$ cat config.mk
export PLATFORM = sky130hd
export DESIGN_NAME = sys_ctrl_rx
export DESIGN_NICKNAME = d
export VERILOG_FILES = /design/src/rtl/sys_ctrl_rx.sv
export SDC_FILE = /design/constraint.sdc
export NUM_CORES = 1
export LEC_CHECK = 0
export ABC_AREA = 1
export CAP_MARGIN = 20
export CELL_PAD_IN_SITES_DETAIL_PLACEMENT = 1
export CELL_PAD_IN_SITES_GLOBAL_PLACEMENT = 2
export CORE_ASPECT_RATIO = 0.75
export CORE_MARGIN = 10
export CORE_UTILIZATION = 30
export DETAILED_ROUTE_END_ITERATION = 10
export PLACE_DENSITY_LB_ADDON = 0.1
export SYNTH_ARGS = -nofsm -noshare
export SYNTH_HDL_FRONTEND = slang
export SYNTH_SLANG_ARGS = --single-unit
$ cat constraint.sdc
create_clock -name clk -period 3.55 [get_ports clk]
set_clock_uncertainty 0.15 [all_clocks]
set_input_delay 0.71 -clock clk [delete_from_list [all_inputs] [get_ports clk]]
set_output_delay 0.71 -clock clk [all_outputs]
set_load 0.05 [all_outputs]
$ cat src/rtl/sys_ctrl_rx.sv
// sys_ctrl_rx: command decoder and response sequencer behind the UART receiver.
// Parses RX bytes into register-file write/read and ALU commands, then streams
// the command result into the TX FIFO one byte per push.
//
// state      | meaning
// -----------+--------------------------------------------------------------
// S_IDLE     | waiting for an opcode byte (AA/BB/CC/DD), others discarded
// S_WR_ADDR  | write frame: next byte is the register address
// S_WR_DATA  | write frame: next byte is the write data, pulse wr_en
// S_RD_ADDR  | read frame: next byte is the register address, pulse rd_en
// S_RD_WAIT  | waiting for rd_data_vld (bounded by TIMEOUT)
// S_ALU_A    | next byte is operand A, written to register 0
// S_ALU_B    | next byte is operand B, written to register 1
// S_ALU_FUN  | next byte carries the ALU function code, pulse alu_en
// S_ALU_WAIT | waiting for alu_out_vld (bounded by TIMEOUT)
// S_PUSH_LO  | low result byte held back by fifo_full
// S_PUSH_HI  | high result byte of an ALU result pending
module sys_ctrl_rx #(
  parameter int DATA_WIDTH = 8,
  parameter int ADDR_WIDTH = 4,
  parameter int TIMEOUT    = 255
) (
  input  logic                    clk,
  input  logic                    rst,
  input  logic [DATA_WIDTH-1:0]   rx_p_data,
  input  logic                    rx_d_vld,
  input  logic [DATA_WIDTH-1:0]   rd_data,
  input  logic                    rd_data_vld,
  input  logic [2*DATA_WIDTH-1:0] alu_out,
  input  logic                    alu_out_vld,
  input  logic                    fifo_full,
  output logic                    wr_en,
  output logic                    rd_en,
  output logic [ADDR_WIDTH-1:0]   addr,
  output logic [DATA_WIDTH-1:0]   wr_data,
  output logic                    alu_en,
  output logic [3:0]              alu_fun,
  output logic                    clk_gate_en,
  output logic [DATA_WIDTH-1:0]   tx_data,
  output logic                    tx_wr_en
);

  typedef enum logic [3:0] {
    S_IDLE,
    S_WR_ADDR,
    S_WR_DATA,
    S_RD_ADDR,
    S_RD_WAIT,
    S_ALU_A,
    S_ALU_B,
    S_ALU_FUN,
    S_ALU_WAIT,
    S_PUSH_LO,
    S_PUSH_HI
  } state_t;

  localparam logic [DATA_WIDTH-1:0] OP_WR    = DATA_WIDTH'(8'hAA);
  localparam logic [DATA_WIDTH-1:0] OP_RD    = DATA_WIDTH'(8'hBB);
  localparam logic [DATA_WIDTH-1:0] OP_ALU_A = DATA_WIDTH'(8'hCC);
  localparam logic [DATA_WIDTH-1:0] OP_ALU_F = DATA_WIDTH'(8'hDD);

  // Wait counter spans 0..TIMEOUT-1; the last value is the final wait cycle.
  localparam int              CNT_W    = (TIMEOUT > 1) ? $clog2(TIMEOUT) : 1;
  localparam logic [CNT_W-1:0] CNT_LAST = CNT_W'(TIMEOUT - 1);

  state_t                  r_state;
  logic [CNT_W-1:0]        r_wait_cnt;
  logic [2*DATA_WIDTH-1:0] r_result;
  logic                    r_two_bytes;

  // Command FSM with registered strobes, address/data, clock gate and TX push.
  // When a result arrives with the FIFO not full, the low byte is pushed in
  // the very next cycle, bypassing S_PUSH_LO; fifo_full is looked at one cycle
  // ahead of the push it governs because tx_wr_en is a register.
  always_ff @(posedge clk or negedge rst) begin
    if (!rst) begin
      r_state     <= S_IDLE;
      r_wait_cnt  <= '0;
      r_result    <= '0;
      r_two_bytes <= 1'b0;
      wr_en       <= 1'b0;
      rd_en       <= 1'b0;
      addr        <= '0;
      wr_data     <= '0;
      alu_en      <= 1'b0;
      alu_fun     <= '0;
      clk_gate_en <= 1'b0;
      tx_data     <= '0;
      tx_wr_en    <= 1'b0;
    end else begin
      wr_en    <= 1'b0;
      rd_en    <= 1'b0;
      alu_en   <= 1'b0;
      tx_wr_en <= 1'b0;
      case (r_state)
        S_IDLE: begin
          if (rx_d_vld) begin
            case (rx_p_data)
              OP_WR:    r_state <= S_WR_ADDR;
              OP_RD:    r_state <= S_RD_ADDR;
              OP_ALU_A: begin
                r_state     <= S_ALU_A;
                clk_gate_en <= 1'b1;
              end
              OP_ALU_F: begin
                r_state     <= S_ALU_FUN;
                clk_gate_en <= 1'b1;
              end
              default:  r_state <= S_IDLE;
            endcase
          end
        end
        S_WR_ADDR: begin
          if (rx_d_vld) begin
            addr    <= rx_p_data[ADDR_WIDTH-1:0];
            r_state <= S_WR_DATA;
          end
        end
        S_WR_DATA: begin
          if (rx_d_vld) begin
            wr_data <= rx_p_data;
            wr_en   <= 1'b1;
            r_state <= S_IDLE;
          end
        end
        S_RD_ADDR: begin
          if (rx_d_vld) begin
            addr       <= rx_p_data[ADDR_WIDTH-1:0];
            rd_en      <= 1'b1;
            r_wait_cnt <= '0;
            r_state    <= S_RD_WAIT;
          end
        end
        S_RD_WAIT: begin
          if (rd_data_vld) begin
            r_result    <= {{DATA_WIDTH{1'b0}}, rd_data};
            r_two_bytes <= 1'b0;
            r_wait_cnt  <= '0;
            if (!fifo_full) begin
              tx_wr_en <= 1'b1;
              tx_data  <= rd_data;
              r_state  <= S_IDLE;
            end else begin
              r_state <= S_PUSH_LO;
            end
          end else if (r_wait_cnt == CNT_LAST) begin
            r_wait_cnt <= '0;
            r_state    <= S_IDLE;
          end else begin
            r_wait_cnt <= r_wait_cnt + CNT_W'(1);
          end
        end
        S_ALU_A: begin
          if (rx_d_vld) begin
            addr    <= '0;
            wr_data <= rx_p_data;
            wr_en   <= 1'b1;
            r_state <= S_ALU_B;
          end
        end
        S_ALU_B: begin
          if (rx_d_vld) begin
            addr    <= ADDR_WIDTH'(1);
            wr_data <= rx_p_data;
            wr_en   <= 1'b1;
            r_state <= S_ALU_FUN;
          end
        end
        S_ALU_FUN: begin
          if (rx_d_vld) begin
            alu_fun    <= rx_p_data[3:0];
            alu_en     <= 1'b1;
            r_wait_cnt <= '0;
            r_state    <= S_ALU_WAIT;
          end
        end
        S_ALU_WAIT: begin
          if (alu_out_vld) begin
            r_result    <= alu_out;
            r_two_bytes <= 1'b1;
            r_wait_cnt  <= '0;
            clk_gate_en <= 1'b0;
            if (!fifo_full) begin
              tx_wr_en <= 1'b1;
              tx_data  <= alu_out[DATA_WIDTH-1:0];
              r_state  <= S_PUSH_HI;
            end else begin
              r_state <= S_PUSH_LO;
            end
          end else if (r_wait_cnt == CNT_LAST) begin
            r_wait_cnt  <= '0;
            clk_gate_en <= 1'b0;
            r_state     <= S_IDLE;
          end else begin
            r_wait_cnt <= r_wait_cnt + CNT_W'(1);
          end
        end
        S_PUSH_LO: begin
          if (!fifo_full) begin
            tx_wr_en <= 1'b1;
            tx_data  <= r_result[DATA_WIDTH-1:0];
            r_state  <= r_two_bytes ? S_PUSH_HI : S_IDLE;
          end
        end
        S_PUSH_HI: begin
          if (!fifo_full) begin
            tx_wr_en <= 1'b1;
            tx_data  <= r_result[2*DATA_WIDTH-1:DATA_WIDTH];
            r_state  <= S_IDLE;
          end
        end
        default: begin
          clk_gate_en <= 1'b0;
          r_state     <= S_IDLE;
        end
      endcase
    end
  end

endmodule

; ---- After elaboration in Yosys (flattened, before gate mapping)
; Index checks and enable logic that the tools add are counted.
[word_totals]
input_bits = 38
out_inout_bits = 29
ff_bits = 58
[classes]
eq_ne = 32
reduce_logical = 19
n_mux = 51
addsub = 1
n_bitwise = 1
[ops]
columns = cell, n
row1 = $mux W8, 10
row2 = $mux W4, 16
row3 = $pmux W4 S11, 1
row4 = $eq A8 B8 Y1 const B, 5
row5 = $mux W16, 2
row6 = $pmux W16 S2, 1
row7 = $pmux W8 S4, 1
row8 = $ne A2 B2 Y1 const B, 14
row9 = $pmux W8 S3, 1
row10 = $eq A4 B3 Y1 const B, 4
row11 = $mux W1, 13
row12 = $eq A4 B4 Y1 const B, 3
row13 = $pmux W3 S4, 1
row14 = $pmux W4 S3, 1
row15 = $reduce_and A9 Y1, 1
row16 = $reduce_or A9 Y1, 1
row17 = $add A8 B1 Y8 const B, 1
row18 = $eq A4 B2 Y1 const B, 2
row19 = $reduce_and A4 Y1, 2
row20 = $reduce_or A2 Y1, 4
row21 = $reduce_and A7 Y1, 1
row22 = $pmux W1 S3, 2
row23 = $reduce_and A2 Y1, 3
row24 = $reduce_bool A3 Y1, 2
row25 = 11 further kinds, 12

; ---- Logic depth before layout (Yosys ltp)
; Gate-level depths: netlist (run 1).
[logic_depth]
depth_word = 5
mapped_depth = 12
depth_no_buf = 11

; ---- Least setup slack after synthesis (run 1)
; No wires, ideal clock.
[synth_path]
kind = input port to flip-flop
start = input rx_p_data[1]
end = register clk_gate_en
required_ns = 3.281
t_arrival_ns = 1.365
n_path_buf = 0
cell_stages = 8
setup_slack_ns = 1.915
path_cell_list = inv_1 -> nand2_1 -> nor3_1 -> nand2_1 -> nand2_1 -> nand3_1 -> nand2_1 -> nand2_1
[synth_between]
elab_chain_cells = 4
word_cells_on_any_way = 5
classes_between = 3 x eq/ne / 2 x reduce/logical
[synth_rtl]
columns = item, line
row1 = start: declaration, 25  ; input logic [DATA_WIDTH-1:0] rx_p_data,
row2 = $eq A8 B8 Y1, 98  ; case (rx_p_data)
row3 = $reduce_or A2 Y1 (no source line) *, n/a
row4 = $ne A2 B2 Y1 (no source line) *, n/a
row5 = $reduce_and A4 Y1 (no source line) *, n/a
row6 = end signal: assignment, 87  ; clk_gate_en <= 1'b0;
row7 = end signal: assignment, 103  ; clk_gate_en <= 1'b1;
row8 = end signal: assignment, 107  ; clk_gate_en <= 1'b1;
row9 = end: declaration, 38  ; output logic clk_gate_en,
; Every way passes the cells marked *; elsewhere a longest branch is shown, timed or not.
; A chain may end at the register's enable or synchronous reset.

; ---- Worst setup path after layout (run 1)
[layout_path]
start = register wr_data[4]
end = output wr_data[4]
[layout_rtl]
columns = item, line
row1 = start: declaration, 35  ; output logic [DATA_WIDTH-1:0] wr_data,
row2 = start signal: assignment, 121  ; wr_data <= rx_p_data;
row3 = start signal: assignment, 156  ; wr_data <= rx_p_data;
row4 = start signal: assignment, 164  ; wr_data <= rx_p_data;
; No word-level cell between the ends.

==> results of run 1 <==
## per-layer routing
| metal | vias to the layer above | GRT usage, % | share of wire [%] |
|---|---|---|---|
| li1 | 1551 | - | - |
| met1 | 1477 | 18.8 | 51 |
| met2 | 56 | 19.9 | 42 |
| met3 | 9 | 4.17 | 5.6 |
| met4 | 0 | 3.86 | 1.1 |
| met5 | - | 0 | 0 |
## power groups by stage
stage | clock network (µW) | logic [µW] | registers, µW
global route | 850 | 1080 | 1030
global placement | 0 | 988 | 1000
detailed placement | 0 | 1010 | 1010
finish | 795 | 993 | 997
floorplan | 0 | 295 | 1340
CTS | 824 | 1010 | 1000
## final timing paths
path,start,end,cells past startpoint
worst min-delay path,rst,addr[2],1
worst max register to register,r_state[0],tx_data[5],10
worst max-delay path,wr_data[4],wr_data[4],1
min in group clk,alu_fun[2],alu_fun[2],2
worst min register to register,alu_fun[2],alu_fun[2],2
max in group asynchronous,rst,r_wait_cnt[6],2
## sequential cells by signal, summed over array words and instances (netlist names), 4 cells and up
name / flops
r_state: 4
addr: 4
r_result: 16
alu_fun: 4
wr_data: 8
r_wait_cnt: 8
tx_data: 8
## cells in the mapped netlist, types with 2 or more instances
cell / number
a21oi_1: 6
a31oi_1: 8
buf_2: 3
buf_4: 3
clkbuf_1: 2
dfrtp_1: 58
ha_1: 2
inv_1: 37
inv_2: 6
nand2_1: 192
nand2_2: 8
nand3_1: 29
nand3_2: 2
nand3b_1: 2
nand4_1: 18
nor2_1: 34
nor2_2: 4
nor2_4: 2
nor3_1: 3
o21ai_0: 10
o21ai_2: 6
## cells by family (layout without fill, tap and decap cells)
logic type	after synthesis	after routing
buffers and inverters	52	128
AND/OR/NAND/NOR	295	295
flip-flops	58	58
adder cells (fa/ha/maj)	2	2
AO/OA/AOI/OAI	33	33
## area by class of cell
| type | count | area, µm² |
|---|---|---|
| fillers | 1302 | 6050 |
| repair buffers | 70 | 686 |
| clock inverters | 3 | 15.0 |
| well taps | 136 | 170 |
| clock buffers | 12 | 256 |
| flip-flops and latches | 58 | 1450 |
| inverters | 43 | 161 |
| multi-input cells | 330 | 1500 |
## layout by cell type, fill, tap and decap left out, drive strengths merged
master,synthesis,layout
a21oi,6,6
a31oi,8,8
buf,7,5
clkbuf,2,12
clkdlybuf4s50,0,65
clkinv,0,3
dfrtp,58,58
ha,2,2
inv,43,43
nand2,201,201
nand3,31,31
nand3b,2,2
nand4,18,18
nor2,40,40
nor3,3,3
o21ai,18,18
o21bai,1,1
## through the flow
step	cell area (µm²)	util [%]
floorplan	3170	-
global placement	3970	38.6
detailed placement	3970	38.6
CTS	4240	41.2
global route	4240	41.2
finish	4240	41.2
==> qor.csv, run 1 <==
metric,value,unit
ys_types,26,
synth_ff_type,dfrtp_1,
num_antenna_cells,0,
slew_viol_final,0,
antenna_found_initial,0,
cts_max_level,3,
synth_top_family_by_area,simple AND/OR/NAND/NOR gates,
synthMuxAreaShare,0,%
hp-class,in -> async,
ios,67,
switching_share,38.4,%
power_per_cell_area,656,nW/µm²
required,2.69,ns
clkPwrFrac,28.5,%
post_cts_buffers,0,
insertion_delay,0.33,ns
clockBufferDepth,2,
dieArea,15100,µm²
setup-tns-final,0,ns
vias_per_cell,4.74,
post-place-ws,0.977,ns
finalPower,2780,µW
drt_pass1_iterations,4,
crit_path_top_delay_cell,clkdlybuf4s50_1,
pwr-share-seq,35.8,%
synth_edf_count,0,
r2r_slack,1.27,ns
p_int,1720,µW
crit_arrival,1.51,ns
io_buffers,66,
synth.yosys.seq_area_share,45.8,%
antenna_left,0,
cts_resized,0,
path_buf_inv,1,
place.gp.congestion,0.819,
cts_hold_buf,0,
dp_hpwl,8030,µm
die-height,109,µm
cts_buffers,9,
ctsRootBufferMaster,clkbuf_16,
synth_compound_area_share,6.67,%
syn-num-nets,480,
yosysTopAreaCellShare,45.8,%
max_freq,0.423,GHz
p_switching,1070,µW
grt_pass1_wl,16600,µm
timing.final.crit_share,66.6,%
fp-row-count,32,
finalSetupViolCount,0,
avgSynthCellArea,7.21,µm²
clk_pin_slew,0.05,ns
hold_violations,0,
wl,10100,µm
place_inst,637,
core,10300,µm²
synth_xor_area_share,0,%
fin_crit,2.37,ns
cts_tree,done,
cp_top_family,buffers and inverters,
layout.nets,552,
p_comb_share,35.7,%
relSlewSlack,57.8,%
syn_inst,440,
wl_per_cell,15.4,µm
holdWs,0.0946,ns
async_flop_share,100,%
ys_top_cells_by_area,"dfrtp_1 46%, nand2_1 23%, nand3_1 4.6%, inv_1 4.4%, nor2_1 4.0%",
grt_pass1_vias,3212,
path_class,reg -> out,
dr_total_vias,3093,
ir_drop,0.000229,V
instances_no_fill,652,
p_leak,0.00218,µW
slowest_delay,0.81,ns
synth_warnings,0,
path_max_fanout,2,
layout-drive-gt1-share,9.50,%
rsz0062_at_grt,false,
drt_iter0_drc,137,
grt_usage,13.6,%
status,completed,
netlist_area,3170,µm²
syn_to_final_growth,33.8,%
synth_fa_ha_area_share,0.789,%
clock-sinks,58,
route.detailed.drc,0,
path_cells,clkdlybuf4s50_1,
worst_pin_slew,0.630,ns
synthSimpleGateAreaFrac,39.9,%
start_util,30.8,%
cp-start-kind,flop,
synth_seq_cells,58,
die_x,139,µm
grt_max_degree,26,
critPathCaptureType,primary output,
maxCapViolations,0,
finalWorstSetupSlack,1.18,ns
synth_area_leader_cell,dfrtp_1,
grt-ovfl-total,0,
(Power assumes the default switching activity.)
==> run 2, diff against run 1 <==
- CORE_UTILIZATION: 30 -> 25
- clock period: 3.55 -> 1.9 ns (I/O delays scaled with it)
==> run 2 against run 1 <==
Combinational power rose by 87%. Clock-buffer cell count did not move. Sequential cell count did not move. Clock power rose by 110%. Setup slack got worse by 1.0 ns. First-iteration DRC count fell by 15%. Worst hold slack improved by 0.23 ns. Via count rose by 3.0%. Largest power group unchanged. Highest routed layer unchanged.
==> qor.csv, run 2 (synthesis gave the netlist of run 1 again) <==
metric,value,unit,change
regMostFlops,r_result,,
antenna_found_initial,0,,unchanged
slowest_delay,0.46,ns,-0.35 ns
dp_hpwl,8620,µm,+7.4%
status,completed,,
relSlewSlack,77.0,%,+19 points
io_buffers,66,,unchanged
cts_tree,done,,
layout-drive-gt1-share,21.7,%,+12 points
rsz0062_at_grt,false,,
crit_path_top_delay_cell,dfrtp_2,,
layout.nets,588,,+6.5%
fin_crit,1.75,ns,
grt_max_degree,59,,+130%
num_antenna_cells,0,,unchanged
required,1.97,ns,-0.72 ns
route.detailed.drc,0,,unchanged
path_class,reg -> reg,,
wl_per_cell,15.1,µm,-1.9%
cp-start-kind,flop,,
largest_reg_flops,16,,unchanged
path_cells,nand2_1 > nand3_1 > inv_1 > nand2_1 > nand2_1 > nor2_1 > buf_4 > nand2_1 > nand2_1,,
die-height,118,µm,+7.8%
post_cts_buffers,0,,unchanged
core,12300,µm²,+20%
insertion_delay,0.33,ns,about the same
post-place-ws,-0.0641,ns,-1.04 ns
drt_iter0_drc,116,,-15%
critPathCaptureType,flop,,
cts_max_level,3,,unchanged
path_common_cell,nand2_1,,
slew_viol_final,0,,unchanged
maxCapViolations,0,,unchanged
dieArea,17600,µm²,+17%
fp-row-count,35,,+9.4%
hold_violations,0,,unchanged
clockBufferDepth,2,,unchanged
timing.final.crit_share,92.2,%,
p_leak,0.00241,µW,+11%
syn_to_final_growth,43.5,%,
grt-ovfl-total,0,,unchanged
dr_total_vias,3186,,+3.0%
die_x,150,µm,+8.2%
clk_pin_slew,0.06,ns,about the same
antenna_left,0,,unchanged
utilization,36.8,%,-4.4 points
grt_pass1_vias,3361,,+4.6%
finalInstanceArea,4550,µm²,+7.3%
wl,10900,µm,+8.2%
ir_drop,0.000482,V,+110%
final_common_cell,nand2_1,,
ctsRootBufferMaster,clkbuf_16,,
r2r_slack,0.15,ns,-1.12 ns
max_freq,0.571,GHz,
grt_usage,12.7,%,-0.84 points
cts_buffers,9,,unchanged
finalWorstSetupSlack,0.147,ns,-1.04 ns
place.gp.congestion,0.834,,+1.9%
path_max_fanout,8,,+6
worst_pin_slew,0.345,ns,-0.286 ns
grt_pass1_wl,18000,µm,+8.6%
finalSetupViolCount,0,,unchanged
clock-sinks,58,,unchanged
final_cell_mix,"191 x nand2_1, 66 x buf_4, 55 x dfrtp_1",,
vias_per_cell,4.43,,-6.6%
ios,67,,unchanged
hp-class,reg -> reg,,
power_per_cell_area,1190,nW/µm²,+81%
drt_pass1_iterations,4,,unchanged
start_util,25.7,%,-5.1 points
place_area,4210,µm²,+6.1%
crit_arrival,1.82,ns,+0.31 ns
[run 2: changes by cell type in the layout (fill, tap and decap cells not counted), sizes merged]
cell           delta
clkinvlp          +2
bufinv            +1
clkinv            -2
buf              +64
dlygate4sd3       +1
clkdlybuf4s50    -29
[run 2: path summary, 6_finish.rpt]
kind / from / end / cells past startpoint
max: r_state[0] / r_state[1] / 9
min: tx_data[7] / tx_data[7] / 2
max reg2reg: r_state[0] / r_state[1] / 9
min reg2reg: tx_data[7] / tx_data[7] / 2
max in group asynchronous: rst / r_state[0] / 3
min in group asynchronous: rst / alu_fun[1] / 3
[run 2: layout make-up]
cell class                 count  area (µm²)
fill                        1533        7800
clock buffer                  12         256
tap                          166         208
clock inverter                 4        50.0
sequential                    58        1460
timing repair buffer         106         902
inverter                      43         161
multi-input combinational    330        1520
[run 2: what timing repair did]
action | 4_1_cts | 5_1_grt
hold buffers | 1 | 0
hold endpoints to repair | 58 | 0
pin swaps | 0 | 2
setup endpoints to repair | 1 | 31
gates resized for setup | 1 | 8
[run 2: through the flow]
| stage | TNS, ns | power [µW] | hold slack, ns | std cells |
|---|---|---|---|---|
| finish | 0 | 5400 | 0.328 | 719 |
| global route | 0 | 5740 | 0.352 | 719 |
| CTS | 0 | 5510 | 0.333 | 719 |
| detailed placement | -0.181 | 3780 | 0.274 | 702 |
| global placement | -0.0870 | 3730 | 0.273 | 702 |
| floorplan | 0 | 3050 | -0.0656 | 440 |
[run 2: layer usage]
| layer | vias up | global-route usage (%) | share of wire [%] |
|---|---|---|---|
| li1 | 1618 | - | - |
| met1 | 1500 | 18.2 | 51 |
| met2 | 55 | 18.1 | 42 |
| met3 | 13 | 3.30 | 5.5 |
| met4 | 0 | 3.64 | 1.2 |
| met5 | - | 0 | 0 |
[run 2: power breakdown]
part           switching (µW)  total, µW  leakage [µW]  internal [µW]
Sequential                246       1870      0.000759           1620
Clock                     587       1670      0.000145           1080
Combinational            1230       1860       0.00151            632
Total                    2060       5400       0.00241           3340
[run 2: critical path, delay by kind of cell, from the launching register on]
kind	cells	cell delay, ns
flip-flops	1	0.46
buffers and inverters	2	0.29
AND/OR/NAND/NOR	7	0.74
==> run 3, diff against run 2 <==
- GPL_TIMING_DRIVEN: unset -> 0
==> run 3 against run 2 <==
The run now ends with negative hold slack left. Critical path depth fell by 8. Core utilization fell by 1.2 points. Largest power group unchanged. Register-to-register slack barely moved.
==> qor.csv, run 3 (synthesis gave the netlist of run 1 again) <==
metric,value,unit,change
hold_violations,36,,+36
cts_tree,done,,
rr_worst_depth,10,,+1
cts_max_level,3,,unchanged
p_leak,0.00235,µW,-2.5%
largest_reg_flops,16,,unchanged
grt-ovfl-total,0,,unchanged
clk_pin_slew,0.06,ns,about the same
critPathCaptureType,primary output,,
path_class,reg -> out,,
finalWorstSetupSlack,0.129,ns,-0.0188 ns
rsz0062_at_grt,false,,
slew_viol_final,0,,unchanged
drt_iter0_drc,163,,+41%
slowest_delay,0.54,ns,+0.08 ns
final_cell_mix,"187 x nand2_1, 55 x dfrtp_1, 36 x clkdlybuf4s50_1",,
antenna_found_initial,0,,unchanged
cp-start-kind,flop,,
fin_crit,1.77,ns,+0.0188 ns
vias_per_cell,4.49,,+1.4%
io_buffers,66,,unchanged
route.detailed.drc,0,,unchanged
start_util,25.7,%,unchanged
insertion_delay,0.33,ns,about the same
drt_pass1_iterations,4,,unchanged
cts_hold_buf,0,,-1
cp_top_family,buffers and inverters,,
die-height,118,µm,unchanged
num_antenna_cells,0,,unchanged
timing.final.crit_share,93.2,%,+0.99 points
worst_pin_slew,0.782,ns,+0.438 ns
final_common_cell,nand2_1,,
regMostFlops,r_result,,
fp-row-count,35,,unchanged
cts_buffers,9,,unchanged
layout-drive-gt1-share,14.4,%,-7.3 points
core,12300,µm²,unchanged
grt_util_met1,18.3,%,+0.068 points
grt_pass1_wl,17400,µm,-3.0%
holdWs,-0.0220,ns,-0.350 ns
hp-class,in -> async,,
use_met2,16.6,%,-1.5 points
dr_total_vias,3113,,-2.3%
path_max_fanout,2,,-6
violations,negative hold slack,,
grt_max_degree,59,,unchanged
cp.depth,1,,-8
utilization,35.7,%,-1.2 points
dieArea,17600,µm²,unchanged
crit_arrival,1.24,ns,-0.58 ns
place.gp.congestion,0.823,,-1.4%
status,"finished, violations left",,
crit_path_top_delay_cell,dlygate4sd2_1,,
ctsRootBufferMaster,clkbuf_16,,
relSlewSlack,47.8,%,-29 points
wl,10600,µm,-2.6%
place_area,4040,µm²,-4.1%
clockBufferDepth,2,,unchanged
grtUsageMet3,3.46,%,+0.15 points
syn_to_final_growth,39.0,%,
maxCapViolations,0,,unchanged
finalInstanceArea,4410,µm²,-3.2%
dp_hpwl,8170,µm,-5.1%
layout.nets,563,,-4.3%
max_freq,0.565,GHz,-1.1%
grt_pass1_vias,3197,,-4.9%
antenna_left,0,,unchanged
finalSetupViolCount,0,,unchanged
ir_drop,0.000419,V,-13%
required,1.37,ns,-0.60 ns
grt_busiest_layer,met1,,
path_cells,dlygate4sd2_1,,
post-place-ws,-0.340,ns,-0.276 ns
clock-sinks,58,,unchanged
wl_per_cell,15.3,µm,+1.0%
ios,67,,unchanged
die_x,150,µm,unchanged
power_per_cell_area,1150,nW/µm²,-3.2%
path_buf_inv,1,,-1
grt_usage,12.4,%,-0.36 points
[run 3: cell count changes in the layout (fill, tap and decap cells not counted), moves of 2 or more]
| cell | change |
|---|---|
| buf_4 | -56 |
| nor2_1 | -6 |
| nor2_4 | +4 |
| clkbuf_8 | -2 |
| nor2_2 | +2 |
| nand2_4 | +3 |
| nand2_1 | -4 |
| dlygate4sd2_1 | +29 |
[run 3: worst paths after layout]
| kind | startpoint | to | slack [ns] |
|---|---|---|---|
| max | wr_data[0] | wr_data[0] | 0.13 |
| min | rst | alu_fun[2] | -0.02 |
| max reg2reg | r_state[0] | tx_data[1] | 0.14 |
| min reg2reg | tx_data[7] | tx_data[7] | 0.32 |
| max in group asynchronous | rst | r_state[2] | 1.07 |
| min in group clk | tx_data[7] | tx_data[7] | 0.32 |
[run 3: final cells by class]
type	count	area [µm²]
Clock buffer	10	229
Clock inverter	5	32.5
Buffer	9	73.8
Inverter	43	164
Multi-Input combinational cell	330	1580
Tap cell	166	208
Sequential cell	58	1460
Timing Repair Buffer	72	667
Fill cell	1514	7940
[run 3: what timing repair did]
item / CTS / global route
setup endpoints to repair: 42 / 39
pin swaps: 0 / 4
resized for setup: 32 / 33
buffers inserted: 0 / 6
[run 3: metrics by stage]
step,setup TNS (ns),cells,power (µW),hold WS (ns)
after global routing,0,693,5390,0.0519
after CTS,0,687,5120,0.0135
final,0,693,5060,-0.0220
after floorplan,0,440,3050,-0.0656
after global placement,-113.10,672,3730,0.312
after detailed placement,-3.91,672,3770,0.314
[run 3: metal layers]
| metal | up-vias | wire (µm) |
|---|---|---|
| li1 | 1575 | - |
| met1 | 1489 | 5670 |
| met2 | 40 | 4390 |
| met3 | 9 | 417 |
| met4 | 0 | 117 |
| met5 | - | 0 |
[run 3: where the power goes]
part	internal [µW]	switching, µW	leakage (µW)	total [µW]
Combinational	531	1220	0.00147	1750
Clock	868	587	0.000120	1450
Sequential	1620	233	0.000759	1850
